File: config.mk
export PLATFORM = sky130hd
export DESIGN_NAME = cdc_rx_frame_assembler
export DESIGN_NICKNAME = d
export VERILOG_FILES = /design/src/rtl/cdc_rx_frame_assembler.sv
export SDC_FILE = /design/constraint.sdc
export NUM_CORES = 1
export LEC_CHECK = 0
export CORE_AREA = 2 2 93 104
export CTS_BUF_LIST = sky130_fd_sc_hd__clkbuf_4
export DETAILED_ROUTE_END_ITERATION = 12
export DIE_AREA = 0 0 95 106
export HOLD_SLACK_MARGIN = 0.03
export PLACE_DENSITY = 0.72
export SKIP_LAST_GASP = 1
export SYNTH_ARGS = -nofsm -noshare
export SYNTH_HDL_FRONTEND = slang
export SYNTH_SLANG_ARGS = --single-unit
File: constraint.sdc
create_clock -name clk -period 5.1 [get_ports clk]
set_input_delay 1.02 -clock clk [delete_from_list [all_inputs] [get_ports clk]]
set_output_delay 1.02 -clock clk [all_outputs]
set_load 0.005 [all_outputs]
File: src/rtl/cdc_rx_frame_assembler.sv
// cdc_rx_frame_assembler: packs WORDS captured words into frames and queues them in a DEPTH-entry FIFO.
// Define FRAME_PARITY_EN to treat the last word as an XOR check word and drop failing frames.
module cdc_rx_frame_assembler #(
  parameter int WIDTH = 7,
  parameter int WORDS = 4,
  parameter int DEPTH = 2
) (
  input  logic                       clk,
  input  logic                       reset,
  input  logic                       capture,
  input  logic [WIDTH-1:0]           data_in,
  input  logic                       abort,
  output logic                       frame_valid,
  input  logic                       frame_ready,
  output logic [WIDTH*WORDS-1:0]     frame_data,
  output logic [$clog2(WORDS)-1:0]   word_idx,
  output logic                       overflow,
  output logic [7:0]                 drop_count,
  input  logic                       clear_overflow,
  output logic                       parity_err
);
  localparam int IW = $clog2(WORDS);
  localparam int AW = $clog2(DEPTH);
  typedef logic [IW-1:0] idx_t;
  typedef logic [AW:0] ptr_t;
  typedef enum logic {EMPTY, FILL} state_t;
  state_t state_q, state_d;
  idx_t idx_q, idx_d;
  logic [WORDS-1:0][WIDTH-1:0] slot_q, frame_w;
  logic [DEPTH-1:0][WIDTH*WORDS-1:0] mem;
  ptr_t wp, rp;
  logic take, last, parity_ok, push_req, full, empty, pop, push, drop;
  // The frame being completed is the stored slots with the incoming word merged into the current slot.
  always_comb begin
    frame_w = slot_q;
    frame_w[idx_q] = data_in;
  end
  assign take = capture && !abort;
  assign last = state_q == FILL && idx_q == idx_t'(WORDS-1);
  always_comb begin
    idx_d = abort ? '0 : !capture ? idx_q : last ? '0 : idx_q + idx_t'(1);
    state_d = idx_d == '0 ? EMPTY : FILL;
  end
`ifdef FRAME_PARITY_EN
  logic [WIDTH-1:0] chk;
  always_comb begin
    chk = '0;
    for (int i = 0; i < WORDS-1; i++) chk ^= frame_w[i];
  end
  assign parity_ok = chk == frame_w[WORDS-1];
  always_ff @(posedge clk or posedge reset)
    if (reset) parity_err <= 1'b0;
    else parity_err <= take && last && !parity_ok;
`else
  assign parity_ok = 1'b1;
  assign parity_err = 1'b0;
`endif
  assign empty = wp == rp;
  assign full = wp[AW] != rp[AW] && wp[AW-1:0] == rp[AW-1:0];
  assign pop = !empty && frame_ready;
  assign push_req = take && last && parity_ok;
  // A same-cycle pop frees the head slot, so a full FIFO can still accept the push.
  assign push = push_req && (!full || pop);
  assign drop = push_req && full && !pop;
  always_ff @(posedge clk or posedge reset)
    if (reset) begin
      state_q <= EMPTY;
      idx_q <= '0;
      slot_q <= '0;
      mem <= '0;
      wp <= '0;
      rp <= '0;
      overflow <= 1'b0;
      drop_count <= 8'd0;
    end else begin
      state_q <= state_d;
      idx_q <= idx_d;
      if (take) slot_q <= frame_w;
      if (push) begin
        mem[wp[AW-1:0]] <= frame_w;
        wp <= wp + ptr_t'(1);
      end
      if (pop) rp <= rp + ptr_t'(1);
      if (drop) begin
        overflow <= 1'b1;
        drop_count <= clear_overflow ? 8'd1 : drop_count + 8'(drop_count != 8'hff);
      end else if (clear_overflow) begin
        overflow <= 1'b0;
        drop_count <= 8'd0;
      end
    end
  assign frame_valid = !empty;
  assign frame_data = mem[rp[AW-1:0]];
  assign word_idx = idx_q;
endmodule

==> out/summary.txt <==
Reg2reg end -> drop_count[5]
Vias in the first global route -> 3065
Register clock-pin slew on the reported worst setup and hold paths -> 150 ps
Power Total -> 1714 uW
H-tree level count -> 3
Post-placement cell area -> 5021 sq um
Worst hold-check path type -> reg -> reg
Crit end category -> primary output
Most common cell after layout, fill and taps aside -> dfrtp_1
Reg2Reg Depth -> 5
Hold path startpoint -> mem[28]
CTS root buf -> clkbuf_4
GRT Resource Usage Total -> 19.41%
Yosys warns -> 0
First-pass GRT wire length -> 15.07 mm
Placed cell count -> 559
Die Span X -> 95 um
Final Cell Area -> 5184 sq um
CP arrival -> 2170 ps
Register area share after synthesis -> 56.66%
FP Rows -> 37
Min-Delay Path Depth -> 2
DP Wirelength -> 5.984 mm
Max Clock Freq -> 313.1 MHz
Die Span Y -> 106 um
Post-synth EDFFs -> 0
Maxcap violations -> 0
Post_cts resized -> 0
Clk_lat worst skew -> 450 ps
Layout Nets -> 472
Initial antenna violation count -> 0
Die ar. -> 10070 sq um
Area used by multi-input combinational logic -> 1782 sq um
Distinct cell type count after synthesis -> 28
Wirelength per Cell -> 16.13 um
Register bit count reported by yosys -> 100
Min-Delay Endpoint -> mem[28]
Fillcell total -> 790
Final min period -> 3194 ps
TritonCTS sink count -> 100
ANT cells -> 0
Remaining Overflow, GRT -> 0
Worst reg-to-reg setup slack -> 2210 ps
I/O pin total -> 54
Initial DRC count -> 159
Share of layout cells above drive strength 1 -> 12.66%
Slew @ Worst Pin -> 806.6 ps
Reg area -> 2502 sq um
Total wire length -> 9.275 mm
Port buffer count -> 52
Static Leakage -> 0.002288 uW
Clock Skew -> 18.30 ps
Synth Net Count -> 432
Postcts setup bufs -> 0
Period utilisation layout -> 62.62%
Bufs on Longest Clock Path -> 2
PD cells -> 330.7 nW/um^2
CP Max Fanout -> 29
TritonCTS clock tree -> yes
Mapped Cells -> 413
Worst R2R Start -> word_idx[0]
Crit path launch type -> flip-flop
Setup TNS -> 0 ps
Final hold viol count -> 0
Setup violators final -> 0
Routed vias -> 3104
Final cell count without fillers -> 575
RSZ-0062 raised after global routing -> false
Largest net degree at the start of global routing -> 68
DR vias/cell -> 5.398
Most frequent cells in the layout -> 100 x dfrtp_1, 84 x nand2_1, 81 x o21ai_0
Kind of critical path -> reg -> out
Critical Path RT -> 4080 ps
Syn_area_per_cell -> 10.69 sq um
Core area -> 9120 sq um
Maximum VDD drop -> 0.1534 mV
Ys flop type -> dfrtp_1
Pre-Repair DR Iteration Count -> 4
Slew Limit Headroom -> 46.23%
Initial Utilization -> 48.43%
Cts bufs inserted -> 9
CTS Hold Buffers Added -> 0
Layout area overhead -> 17.37%
Status -> finished, final reports clean
GPL Wtd Cong -> 0.7310
Final ANT Viol Nets -> 0
Slew Viols, Final -> 0
Synthesized cell area -> 4417 sq um
Fraction of registers with async set/reset -> 100.0%
# DRC -> 0
==> how the worst max path moves through the flow <==
| stage | startpoint | end | slack, ps | depth (start not counted) |
|---|---|---|---|---|
| 2_1_floorplan | reset | drop_count[0] | 1460 | 1 |
| 3_3_place_gp | capture | drop_count[5] | 1730 | 5 |
| 3_5_place_dp | capture | drop_count[3] | 1640 | 5 |
| 4_1_cts | rp[0] | frame_data[12] | 1890 | 3 |
| 5_1_grt | rp[0] | frame_data[1] | 1820 | 3 |
| 6_report | rp[0] | frame_data[1] | 1910 | 3 |
==> layout make-up <==
type | count | share of cell area, %
flip-flops and latches | 100 | 48.27
multi-input cells | 277 | 34.37
inverters | 8 | 0.6276
well taps | 117 | 2.824
clock buffers | 10 | 1.448
repair buffers | 57 | 10.77
clock inverters | 6 | 1.690
==> sequential cells by signal, summed over array words and instances, names as in the netlist <==
register / count
word_idx: 2
overflow: 1
slot_q: 28
mem: 56
rp: 2
state_q: 1
drop_count: 8
wp: 2
==> cells in the mapped netlist (5+ instances only) <==
cell type	count	area share, %
o31ai_1	5	0.85
ha_1	6	1.7
clkbuf_1	21	1.8
dfrtp_1	100	57
a21oi_1	7	0.79
mux2_2	35	8.9
o21ai_0	81	9.2
nand2_1	84	7.1
mux2i_1	30	6.8
inv_1	8	0.68
xnor2_1	5	0.99
==> report_power, final <==
part	internal [uW]	switching, uW
registers	867	44.9
logic	148	187
clock network	205	262
==> per-layer routing <==
layer	track usage, %	part of all wire (%)	vias up
met5	0	0	-
met4	4.969	0.89	0
met3	3.756	3.5	6
met2	32.02	49	62
met1	26.35	46	1545
li1	-	-	1491
==> critical path: stages (launching register included) <==
cell and delay, ps:
dfrtp_1 440, buf_4 430, mux2_2 390, clkdlybuf4s50_1 480
==> cell families (layout without fill, tap and decap cells) <==
| family | count (synthesis) | count (layout) | synth area share (%) |
|---|---|---|---|
| fa+ha+maj | 6 | 6 | 1.700 |
| mux | 65 | 65 | 15.72 |
| flops | 100 | 100 | 56.66 |
| other cells | 1 | 1 | 0.08490 |
| simple gates | 104 | 104 | 10.08 |
| compound gates | 95 | 95 | 11.22 |
| buf+inv | 36 | 81 | 3.343 |
| xor+xnor | 6 | 6 | 1.190 |
==> stage by stage <==
stage	utilization [%]	setup WS, ps	hold slack [ps]
2_1_floorplan	-	1461	444.4
3_3_place_gp	55.06	1726	456.4
3_5_place_dp	55.06	1637	467.3
4_1_cts	56.84	1893	499.1
5_1_grt	56.84	1818	522.2
6_report	56.84	1906	494.7
Power figures use the tool's default switching activity.
